$ cat src/rtl/rr_fifo_arbiter.sv
// Round-robin merger of up to 8 FWFT source FIFOs into one FWFT stream through a 2-entry registered buffer.
// Optional build macro RR_ARB_SRC_TAG_EN: stored word bits 31:29 carry the granted source index.
module rr_fifo_arbiter #(
  parameter int N_SRC = 4
) (
  input  logic                 BUS_CLK,
  input  logic                 RST,
  input  logic [N_SRC-1:0]     SRC_EMPTY,
  input  logic [32*N_SRC-1:0]  SRC_DATA,
  output logic [N_SRC-1:0]     SRC_READ,
  input  logic [N_SRC-1:0]     SRC_ENABLE,
  output logic                 OUT_EMPTY,
  output logic [31:0]          OUT_DATA,
  input  logic                 OUT_READ,
  output logic [7:0]           READ_ERROR_CNT
);

  logic [1:0]  count;
  logic        wr_ptr;
  logic        rd_ptr;
  logic [31:0] mem [2];
  logic [2:0]  last_grant;
  logic [7:0]  err_cnt;

  logic [7:0]  cand_ext;
  logic        grant_vld;
  logic [2:0]  grant;
  logic [31:0] sel_word;
  logic [31:0] push_word;
  logic        pop;

  // Cyclic search starting one past the last grant; the search only looks at
  // registered count, so OUT_READ never reaches SRC_READ combinationally.
  always_comb begin
    logic [3:0] sum;
    logic [2:0] idx;
    cand_ext = '0;
    cand_ext[N_SRC-1:0] = ~SRC_EMPTY & SRC_ENABLE;
    grant_vld = 1'b0;
    grant     = last_grant;
    sum       = '0;
    idx       = '0;
    for (int unsigned off = 1; off <= N_SRC; off++) begin
      sum = {1'b0, last_grant} + 4'(off);
      if (sum >= 4'(N_SRC)) idx = 3'(sum - 4'(N_SRC));
      else                  idx = sum[2:0];
      if (!grant_vld && cand_ext[idx]) begin
        grant_vld = 1'b1;
        grant     = idx;
      end
    end
    if (RST || count == 2'd2) grant_vld = 1'b0;
  end

  always_comb begin
    logic [7:0] rd_ext;
    rd_ext = '0;
    if (grant_vld) rd_ext[grant] = 1'b1;
    SRC_READ = rd_ext[N_SRC-1:0];
  end

  always_comb begin
    sel_word = '0;
    for (int unsigned i = 0; i < N_SRC; i++) begin
      if (grant == 3'(i)) sel_word = SRC_DATA[32*i +: 32];
    end
`ifdef RR_ARB_SRC_TAG_EN
    push_word = {grant, sel_word[28:0]};
`else
    push_word = sel_word;
`endif
  end

  assign pop            = OUT_READ && (count != 2'd0);
  assign OUT_EMPTY      = (count == 2'd0);
  assign OUT_DATA       = mem[rd_ptr];
  assign READ_ERROR_CNT = err_cnt;

  always_ff @(posedge BUS_CLK) begin
    if (RST) begin
      count      <= '0;
      wr_ptr     <= 1'b0;
      rd_ptr     <= 1'b0;
      mem[0]     <= '0;
      mem[1]     <= '0;
      last_grant <= 3'(N_SRC - 1);
      err_cnt    <= '0;
    end else begin
      if (grant_vld) begin
        mem[wr_ptr] <= push_word;
        wr_ptr      <= ~wr_ptr;
        last_grant  <= grant;
      end
      if (pop) rd_ptr <= ~rd_ptr;
      count <= count + 2'(grant_vld) - 2'(pop);
      if (OUT_READ && count == 2'd0 && err_cnt != 8'hFF) err_cnt <= err_cnt + 8'd1;
    end
  end

endmodule

$ cat config.mk
export PLATFORM = sky130hd
export DESIGN_NAME = rr_fifo_arbiter
export DESIGN_NICKNAME = d
export VERILOG_FILES = /design/src/rtl/rr_fifo_arbiter.sv
export SDC_FILE = /design/constraint.sdc
export NUM_CORES = 1
export LEC_CHECK = 0
export ABC_AREA = 1
export BUFFER_PORTS_ARGS = -buffer_cell sky130_fd_sc_hd__buf_4
export CAP_MARGIN = 20
export CORE_ASPECT_RATIO = 1.4
export CORE_UTILIZATION = 45
export CTS_BUF_LIST = sky130_fd_sc_hd__clkbuf_16
export DETAILED_ROUTE_END_ITERATION = 7
export GPL_TIMING_DRIVEN = 0
export PLACE_DENSITY = 0.83
export SYNTH_ARGS = -nofsm -noshare
export SYNTH_HDL_FRONTEND = slang
export SYNTH_SLANG_ARGS = --single-unit
export TNS_END_PERCENT = 30
$ cat constraint.sdc
create_clock -name BUS_CLK -period 3.2 [get_ports BUS_CLK]
set_input_delay 0.32 -clock BUS_CLK [delete_from_list [all_inputs] [get_ports BUS_CLK]]
set_output_delay 0.32 -clock BUS_CLK [all_outputs]
set_load 0.05 [all_outputs]
==> run summary <==
The total congestion overflow is 0, and the number of iterations in the first detailed-routing pass is 7. The number of antenna diodes in the final layout is 0. The first-pass GRT wire length is 20.9 mm, and the worst-path maximum fanout is 10. After floorplanning, the core was divided into 44 placement rows. Counting I/O delays and the setup requirement, the final critical path takes 3.05 ns.

The die is 124 um tall. Sorting the synthesized cells by area gives the leading types as sky130_fd_sc_hd__edfxtp_1, sky130_fd_sc_hd__nand3_1, sky130_fd_sc_hd__nor2_1, sky130_fd_sc_hd__mux2_2, sky130_fd_sc_hd__dfxtp_1. The signal on the critical path passes through buf_4 -> inv_1 -> ha_4 -> nand3_1 -> nand3_4 -> nand3_4 -> nor2_4 -> inv_2 -> nand2_4 -> nand3_4 -> buf_4 -> nor2_1 -> buf_6. The mapped netlist covers 4770 um2. The largest stage delay on the critical path is 0.36 ns, and the relative max-transition margin is 0.588. Summing over every cut layer, the via total after detailed routing is 4763.

Worst-case setup slack after placement: -0.284 ns. The average footprint of a synthesized cell came out at 8.34 um2. By instance count, the cell type seen most on the critical path is sky130_fd_sc_hd__nand3_4. The flip-flop and latch count after synthesis was 80; the signal arrival time at the worst endpoint was 2.73 ns. Overall routing resource usage: 0.252. For the max-cap violation count, the log shows 0.

For this block, the initial DRC count from the detailed router was 259. The half-perimeter wire length of the detailed placement result was 10.5 mm. The share of the clock period used by the worst path after layout is 0.953, and the share of layout cells above drive strength 1 is 0.362. The clock-pin slew on the worst setup and hold paths is 0.06 ns, and the starting density of the core is 0.461. The logs give 0 for the number of max-slew violations in the final report and 11000 um2 for the area enclosed by the die boundary.

The flow ran to the end, but the final reports show violations. The source-to-sink clock delay at the later pin of the worst-skew pair came out at 0.34 ns. The logs give 572 for the synthesized instance count and 2.88 ns for the data required time at the worst endpoint. The tree is rooted in a sky130_fd_sc_hd__clkbuf_16. TritonCTS built the clock tree.

The cell at the slowest stage of the critical path was sky130_fd_sc_hd__dfxtp_1. Clock skew on the completed layout was measured at 0.00798 ns. The number of enable-type register cells in the synthesized netlist was 64; the final worst slack was 0.150 ns. The via count of the first global-routing pass is 4475. The number of nets in the synthesized netlist is 716. The largest net degree at the start of global routing was 18. The buffers plus inverters on the worst setup path is 5. The logs give 0 for the initial antenna violation count and 0.868 for the global placement routability congestion. After detailed routing, the average wire length per cell comes to 15.4 um.

The total count of hold-check failures in the final report was 0. The share of the synthesized area in the top cell type was 0.403. The post-synthesis to final-layout area growth was 42.6%; the proportion of register bits with asynchronous set or reset after synthesis was 0. The share of the yosys chip area belonging to registers was 0.470. Final count of negative-setup-slack endpoints: 0. The H-tree was split into 3 levels. Cell taking the most area after synthesis: sky130_fd_sc_hd__edfxtp_1. STA classifies the critical path startpoint as a flip-flop.

Most frequently used flop master after synthesis: sky130_fd_sc_hd__edfxtp_1. The core area is 10300 um2. The logs give 0 for the residual antenna-violating net count after detailed routing and 2 for the number of buffers on the longest clock path.

In the synthesized netlist, the cells that appear most often are sky130_fd_sc_hd__nor2_1, sky130_fd_sc_hd__nand3_1, sky130_fd_sc_hd__edfxtp_1. STA classifies the critical path endpoint as an output pin. The run gives 912 as the net count of the finished layout. The critical path in this run is classified as reg2out. The remaining design rule violation count came out at 1. Based on the critical path, the design can be clocked at up to 328 MHz. In this run the horizontal extent of the chip is 89.0 um. On the critical path the largest part of the delay comes from simple AND/OR/NAND/NOR gates. The tools report the clock buffer count from CTS as 9. 184 I/O pins were placed.

The CTS sink count is 80. Most instantiated library cell after synthesis: sky130_fd_sc_hd__nor2_1. During placement, the flow inserted port buffers numbering 183. Yosys printed 0 warnings. The worst hold path belongs to the class in2reg. The final layout contains routed wiring with a total length of 14.0 mm. The number of filler cells placed in the layout was 892.

At the pin with the least slew margin, the transition time is 0.619 ns. The checks that failed: design-rule violations. Using the TritonRoute via totals, the vias-per-cell ratio works out to 5.23. The tools report the number of distinct library cells after synthesis as 31.
-- what timing repair did --
action / CTS / global route
gates resized for setup: 5 / 18
setup endpoints to repair: 50 / 64
hold buffers: 0 / 0
setup buffers: 0 / 0
-- cell families (layout without fill, tap and decap cells) --
family,Yosys count,count (layout),share of synthesized area
AO/OA/AOI/OAI,27,27,0.0299
XOR/XNOR,1,1,0.00184
adder cells (fa/ha/maj),5,5,0.0131
buffers and inverters,89,290,0.0900
flip-flops,80,80,0.470
multiplexers,32,32,0.0755
AND/OR/NAND/NOR,338,338,0.320
-- cell usage in the layout (no fill, tap or decap), types with 3 or more instances in the layout --
master,instances
sky130_fd_sc_hd__nand3_1,115
sky130_fd_sc_hd__inv_1,54
sky130_fd_sc_hd__nand3_4,3
sky130_fd_sc_hd__nand2_4,4
sky130_fd_sc_hd__nor2_4,3
sky130_fd_sc_hd__nand4_1,3
sky130_fd_sc_hd__buf_1,3
sky130_fd_sc_hd__a21oi_1,10
sky130_fd_sc_hd__nor3_1,4
sky130_fd_sc_hd__mux2_2,32
sky130_fd_sc_hd__buf_6,12
sky130_fd_sc_hd__nand2_1,53
sky130_fd_sc_hd__buf_4,184
sky130_fd_sc_hd__clkbuf_1,7
sky130_fd_sc_hd__nand3_2,3
sky130_fd_sc_hd__buf_2,8
sky130_fd_sc_hd__ha_1,4
sky130_fd_sc_hd__dfxtp_1,16
sky130_fd_sc_hd__o21ai_0,13
sky130_fd_sc_hd__edfxtp_1,64
sky130_fd_sc_hd__nor2_1,142
sky130_fd_sc_hd__clkbuf_16,9
sky130_fd_sc_hd__nand2_2,3
-- routing by layer --
metal / up-vias / GRT usage / wire length, um
met5: - / 0 / 0
met4: 0 / 0.0754 / 149
met3: 19 / 0.0457 / 862
met2: 195 / 0.480 / 7700
met1: 2247 / 0.279 / 5300
li1: 2302 / - / -
-- sequential cells by signal, indices dropped and copies added, names as in the netlist, named ones only --
name            flops
mem                64
count               2
READ_ERROR_CNT      8
rd_ptr              1
wr_ptr              1
last_grant          3
-- per-stage QoR --
step	std cells	instance area (um2)	hold slack, ns	TNS [ns]	utilization
4_1_cts	911	6720	0.185	-0.0250	0.649
3_3_place_gp	893	6320	0.436	-25.37	0.611
5_1_grt	911	6800	0.200	-0.0115	0.657
2_1_floorplan	572	4780	0.391	-0.268	-
6_report	911	6800	0.194	0	0.657
3_5_place_dp	895	6380	0.448	-6.84	0.616
-- path summary, 6_finish.rpt --
check,from,endpoint,slack (ns),depth (start not counted)
worst max register to register,last_grant[1],mem[0][3],0.27,14
worst max-delay path,last_grant[1],SRC_READ[3],0.15,13
worst min register to register,rd_ptr,rd_ptr,0.46,1
worst min-delay path,RST,count[0],0.19,2
-- worst reg2reg max path, delay by kind of cell (launching register included) --
kind | cells | cell delay, ns
fa+ha+maj | 1 | 0.32
simple gates | 7 | 1.02
compound gates | 1 | 0.12
buf+inv | 5 | 0.86
flops | 1 | 0.36
-- final cells by class --
type                            instances  area (um2)  area share
Clock inverter                          7        95.1      0.0140
Clock buffer                            9         225      0.0331
Inverter                               57         219      0.0322
Tap cell                              138         173      0.0254
Multi-Input combinational cell        403        2190       0.322
Buffer                                 32         220      0.0324
Sequential cell                        80        2240       0.330
Timing Repair Buffer                  185        1440       0.211
Power is not shown: default switching activity piles up to over one toggle a cycle in this logic, so the estimate is an artifact.
